===== config.mk =====
export PLATFORM = sky130hd
export DESIGN_NAME = dram_sniffer_arbiter
export DESIGN_NICKNAME = d
export VERILOG_FILES = /design/src/rtl/dram_sniffer_arbiter.sv
export SDC_FILE = /design/constraint.sdc
export NUM_CORES = 1
export LEC_CHECK = 0
export CAP_MARGIN = 25
export CORE_ASPECT_RATIO = 1.25
export CORE_MARGIN = 5
export CORE_UTILIZATION = 36
export CTS_CLUSTER_DIAMETER = 60
export DETAILED_ROUTE_END_ITERATION = 8
export HOLD_SLACK_MARGIN = 0.15
export PLACE_DENSITY = 0.78
export SKIP_CTS_REPAIR_TIMING = 1
export SLEW_MARGIN = 20
export SYNTH_ARGS = -nofsm -noshare
export SYNTH_HDL_FRONTEND = slang
export SYNTH_SLANG_ARGS = --single-unit

===== constraint.sdc =====
create_clock -name OPB_Clk -period 1.75 [get_ports OPB_Clk]
set_input_delay 0.2625 -clock OPB_Clk [delete_from_list [all_inputs] [get_ports OPB_Clk]]
set_output_delay 0.2625 -clock OPB_Clk [all_outputs]
set_load 0.01 [all_outputs]

===== src/rtl/dram_sniffer_arbiter.sv =====
// Two-requester round-robin arbiter in front of a DRAM command port.
// It issues one command at a time, waits for read data with a timeout, and returns a one-cycle ack.
module dram_sniffer_arbiter #(
  parameter int unsigned ADDR_W  = 32,
  parameter int unsigned DATA_W  = 32,
  parameter int unsigned TIMEOUT = 255
) (
  input  logic              OPB_Clk,
  input  logic              OPB_Rst_n,
  input  logic              phy_ready,
  input  logic              req0,
  input  logic              rnw0,
  input  logic [ADDR_W-1:0] addr0,
  input  logic [DATA_W-1:0] wdata0,
  input  logic              req1,
  input  logic              rnw1,
  input  logic [ADDR_W-1:0] addr1,
  input  logic [DATA_W-1:0] wdata1,
  output logic              ack0,
  output logic              ack1,
  output logic              err0,
  output logic              err1,
  output logic [DATA_W-1:0] rdata,
  output logic              cmd_valid,
  output logic              cmd_rnw,
  output logic [ADDR_W-1:0] cmd_addr,
  output logic [DATA_W-1:0] cmd_wdata,
  input  logic              cmd_ack,
  input  logic              rd_valid,
  input  logic [DATA_W-1:0] rd_data,
  output logic              busy,
  output logic              grant
);

  localparam int unsigned CNT_W = 8;
  localparam logic [CNT_W-1:0] CNT_LAST = CNT_W'(TIMEOUT - 1);

  typedef enum logic [1:0] {IDLE, ISSUE, WAIT_RD, DONE} state_e;

  state_e              state_q, state_d;
  logic                grant_q, grant_d;
  logic                last_grant_q, last_grant_d;
  logic                cmd_valid_q, cmd_valid_d;
  logic                cmd_rnw_q, cmd_rnw_d;
  logic [ADDR_W-1:0]   cmd_addr_q, cmd_addr_d;
  logic [DATA_W-1:0]   cmd_wdata_q, cmd_wdata_d;
  logic [CNT_W-1:0]    cnt_q, cnt_d;
  logic [DATA_W-1:0]   rdata_q, rdata_d;
  logic                ack0_q, ack0_d;
  logic                ack1_q, ack1_d;
  logic                err0_q, err0_d;
  logic                err1_q, err1_d;
  logic                busy_q, busy_d;
  logic                win_c;

  // On a tie the requester that did not win last time gets the grant.
  assign win_c = (req0 && req1) ? ~last_grant_q : req1;

  always_comb begin
    state_d      = state_q;
    grant_d      = grant_q;
    last_grant_d = last_grant_q;
    cmd_valid_d  = cmd_valid_q;
    cmd_rnw_d    = cmd_rnw_q;
    cmd_addr_d   = cmd_addr_q;
    cmd_wdata_d  = cmd_wdata_q;
    cnt_d        = cnt_q;
    rdata_d      = rdata_q;
    ack0_d       = 1'b0;
    ack1_d       = 1'b0;
    err0_d       = err0_q;
    err1_d       = err1_q;

    unique case (state_q)
      IDLE: begin
        if (phy_ready && (req0 || req1)) begin
          state_d      = ISSUE;
          grant_d      = win_c;
          last_grant_d = win_c;
          cmd_valid_d  = 1'b1;
          cmd_rnw_d    = win_c ? rnw1   : rnw0;
          cmd_addr_d   = win_c ? addr1  : addr0;
          cmd_wdata_d  = win_c ? wdata1 : wdata0;
        end
      end
      ISSUE: begin
        if (cmd_ack) begin
          cmd_valid_d = 1'b0;
          if (cmd_rnw_q) begin
            state_d = WAIT_RD;
            cnt_d   = '0;
          end else begin
            state_d = DONE;
            ack0_d  = ~grant_q;
            ack1_d  = grant_q;
            err0_d  = 1'b0;
            err1_d  = 1'b0;
          end
        end
      end
      WAIT_RD: begin
        // Data returning on the final count still wins over the timeout.
        if (rd_valid) begin
          state_d = DONE;
          rdata_d = rd_data;
          ack0_d  = ~grant_q;
          ack1_d  = grant_q;
          err0_d  = 1'b0;
          err1_d  = 1'b0;
        end else if (cnt_q == CNT_LAST) begin
          state_d = DONE;
          rdata_d = '0;
          ack0_d  = ~grant_q;
          ack1_d  = grant_q;
          err0_d  = ~grant_q;
          err1_d  = grant_q;
        end else begin
          cnt_d = cnt_q + CNT_W'(1);
        end
      end
      DONE: begin
        state_d = IDLE;
      end
      default: begin
        state_d = IDLE;
      end
    endcase

    busy_d = (state_d != IDLE);
  end

  always_ff @(posedge OPB_Clk or negedge OPB_Rst_n) begin
    if (!OPB_Rst_n) begin
      state_q      <= IDLE;
      grant_q      <= 1'b0;
      last_grant_q <= 1'b1;
      cmd_valid_q  <= 1'b0;
      cmd_rnw_q    <= 1'b0;
      cmd_addr_q   <= '0;
      cmd_wdata_q  <= '0;
      cnt_q        <= '0;
      rdata_q      <= '0;
      ack0_q       <= 1'b0;
      ack1_q       <= 1'b0;
      err0_q       <= 1'b0;
      err1_q       <= 1'b0;
      busy_q       <= 1'b0;
    end else begin
      state_q      <= state_d;
      grant_q      <= grant_d;
      last_grant_q <= last_grant_d;
      cmd_valid_q  <= cmd_valid_d;
      cmd_rnw_q    <= cmd_rnw_d;
      cmd_addr_q   <= cmd_addr_d;
      cmd_wdata_q  <= cmd_wdata_d;
      cnt_q        <= cnt_d;
      rdata_q      <= rdata_d;
      ack0_q       <= ack0_d;
      ack1_q       <= ack1_d;
      err0_q       <= err0_d;
      err1_q       <= err1_d;
      busy_q       <= busy_d;
    end
  end

  assign ack0      = ack0_q;
  assign ack1      = ack1_q;
  assign err0      = err0_q;
  assign err1      = err1_q;
  assign rdata     = rdata_q;
  assign cmd_valid = cmd_valid_q;
  assign cmd_rnw   = cmd_rnw_q;
  assign cmd_addr  = cmd_addr_q;
  assign cmd_wdata = cmd_wdata_q;
  assign busy      = busy_q;
  assign grant     = grant_q;

endmodule


==> impl_metrics.ini <==
[grt]
grt_pass1_wl_mm = 24.6
gr-usage-met2_pct = 33.3
gr-max-usage-layer = met2
antenna_found_initial = 3
met1_usage_pct = 19.8
track_usage_pct = 19.1
grt_pass1_vias = 4997
grt_max_degree = 48
use_met3_pct = 7.55
overflow = 0

[sta]
fin_skew_ps = 11.6
drv_slew = 0
maxSlewHeadroom_pct = 77.4
fin_crit_sh_pct = 103
finalHoldViolCount = 0
whs_ps = 279
fin_setup_tns_ps = -62.7
worst_pin_slew_ps = 339
setup_viol = 2
fin_crit_ps = 1810
rsz0062_at_grt = yes
fin_ws_ps = -55.9
max_freq_mhz = 554

[floorplanning]
die_w_um = 117
coreArea_mm2 = 0.0139
dieArea_mm2 = 0.0167
num_io_pins = 273
rows = 48
start_util_pct = 36.8
fp.dieH_um = 143

[power_and_ir_drop]
p_leak_nw = 3.97
vdd_drop_max_mv = 0.743
finalPower_mw = 13.7
power.density_mw_per_mm2 = 1540

[finish]
syn_to_final_growth_pct = 73.4
layout.nets = 926
fill_cells = 1088
post-route-util_pct = 63.9
drive_above_1_share_pct = 11.1
final_area_mm2 = 0.00886

[detailed_routing]
drc_errors = 0
firstDrtPassIters = 4
num_vias = 4601
routed_wl_mm = 15.9
ant_nets = 0
wl_per_cell_um = 16.9
via_per_inst = 4.89
initialDrtViolationCount = 119

[yosys]
synth-adder-area-share_pct = 1.47
synth_compound_area_share_pct = 15.6
synthMuxAreaShare_pct = 14.4
yosys.area_share.simple_pct = 9.06
synthXorXnorAreaFrac_pct = 0
yosysTopAreaCell = dfrtp_1
synth_edf_count = 0
syn-instance-count = 455
ys_seq_area_share_pct = 56.3
ys_top_cells_by_count = dfrtp_1, nand2_1, o21ai_0
ys_warn_count = 0
netlist.area_leader.share_pct = 55.8
syn-num-nets = 630
synth_top_family_by_area = compound AO/OA/AOI/OAI gates
ys_ff_latch = 115
yosysUniqueCellTypes = 42
ys.flop_type = dfrtp_1
synth_area_leaders = dfrtp_1, mux2i_1, o21ai_0, a22o_1, nand2_1
synth_area_mm2 = 0.00511
async_flop_share_pct = 100
synth_most_common_cell = dfrtp_1
syn_area_per_cell_um2 = 11.2

[flow_run]
cap_violations = 0

[place]
place_area_mm2 = 0.00824
dpl.hpwl_mm = 12.7
port_buffers = 272
gp_congestion = 0.827

[cts]
insertion_delay_ps = 400
cts_buffers = 17
root_buffer = clkbuf_16
clk_pin_slew_ps = 60
clock-sinks = 115
cts_tree = yes
clk_path_buf_depth = 2
cts_htree_levels = 4

[critical_path]
critPathKind = flip-flop to flip-flop
crit_buf_inv = 1
critPathLaunchType = flip-flop
worst_setup_path_end_kind = flip-flop
cp_max_fo = 8
path_cells = buf_6, ha_4, and4_4, a221oi_4, nand4_1, mux2_4
path_delay_family = flip-flops
worst_ep_arrival_time_ps = 2100
slowest_delay_ps = 400
required_ps = 2040
crit_cells = 6
slowest_stage = dfrtp_1
worstRegToRegCells = 6

[status]
violations = negative setup slack
status = finished with violations

[hold_path]
worstHoldPathType = input pin to asynchronous set/reset pin
[metrics by stage]
stage	instances	setup slack (ps)
floorplan	455	-17.8
global placement	903	-105
detailed placement	903	-160
CTS	934	-89.5
global route	940	-140
finish	940	-55.9
[logic make-up after synthesis]
logic type / count (synthesis)
DFF: 115
and+or+nand+nor: 105
AOI/OAI and AO/OA: 121
buffers and inverters: 36
adders and majority gates: 6
muxes: 72
[metal layers]
layer / vias to the layer above / share of wire (%) / wire, um
li1: 2207 / - / -
met1: 2136 / 35 / 5650
met2: 218 / 52 / 8220
met3: 38 / 9.4 / 1500
met4: 2 / 3.4 / 537
met5: - / 0.082 / 13
[cell usage in the layout, fill, tap and decap left out, drive strengths merged, types with 7 or more instances in the layout]
master,instances
mux2i,66
inv,7
dfrtp,114
buf,34
a22o,32
nand2,73
clkbuf,20
clkdlybuf4s50,271
o21ai,69
nor2,10
[registers in the layout, indices dropped and copies added (netlist names)]
signal and count:
cmd_wdata 32, cmd_rnw 1, last_grant_q 1, rdata 32, err0 1, cmd_addr 32, state_q 2, grant 1
cmd_valid 1, cnt_q 8, ack0 1, ack1 1, busy 1, err1 1
[layout make-up]
type / count / area (um^2) / area share (%)
Tap cell: 175 / 219 / 2.47
Antenna cell: 2 / 5.00 / 0.0565
Sequential cell: 115 / 2880 / 32.5
Timing Repair Buffer: 306 / 3060 / 34.5
Clock inverter: 11 / 113 / 1.27
Inverter: 7 / 26.3 / 0.297
Multi-Input combinational cell: 304 / 2110 / 23.8
Clock buffer: 20 / 447 / 5.04
[path summary, 6_finish.rpt]
check                                endpoint  slack, ps           from
worst max register to register       cnt_q[4]        -60     state_q[1]
worst min-delay path                 cnt_q[3]        280      OPB_Rst_n
worst min register to register  cmd_wdata[24]        480  cmd_wdata[24]
max in group asynchronous        last_grant_q        900      OPB_Rst_n
worst max-delay path                 cnt_q[4]        -60     state_q[1]
min in group OPB_Clk            cmd_wdata[24]        480  cmd_wdata[24]
[power breakdown]
part / total [mW] / switching, mW / internal, mW
Clock: 3.25 / 1.15 / 2.10
Combinational: 5.94 / 2.57 / 3.38
Sequential: 4.49 / 0.675 / 3.82
Total: 13.7 / 4.39 / 9.30
No activity file was read; power rests on OpenSTA's default activity.
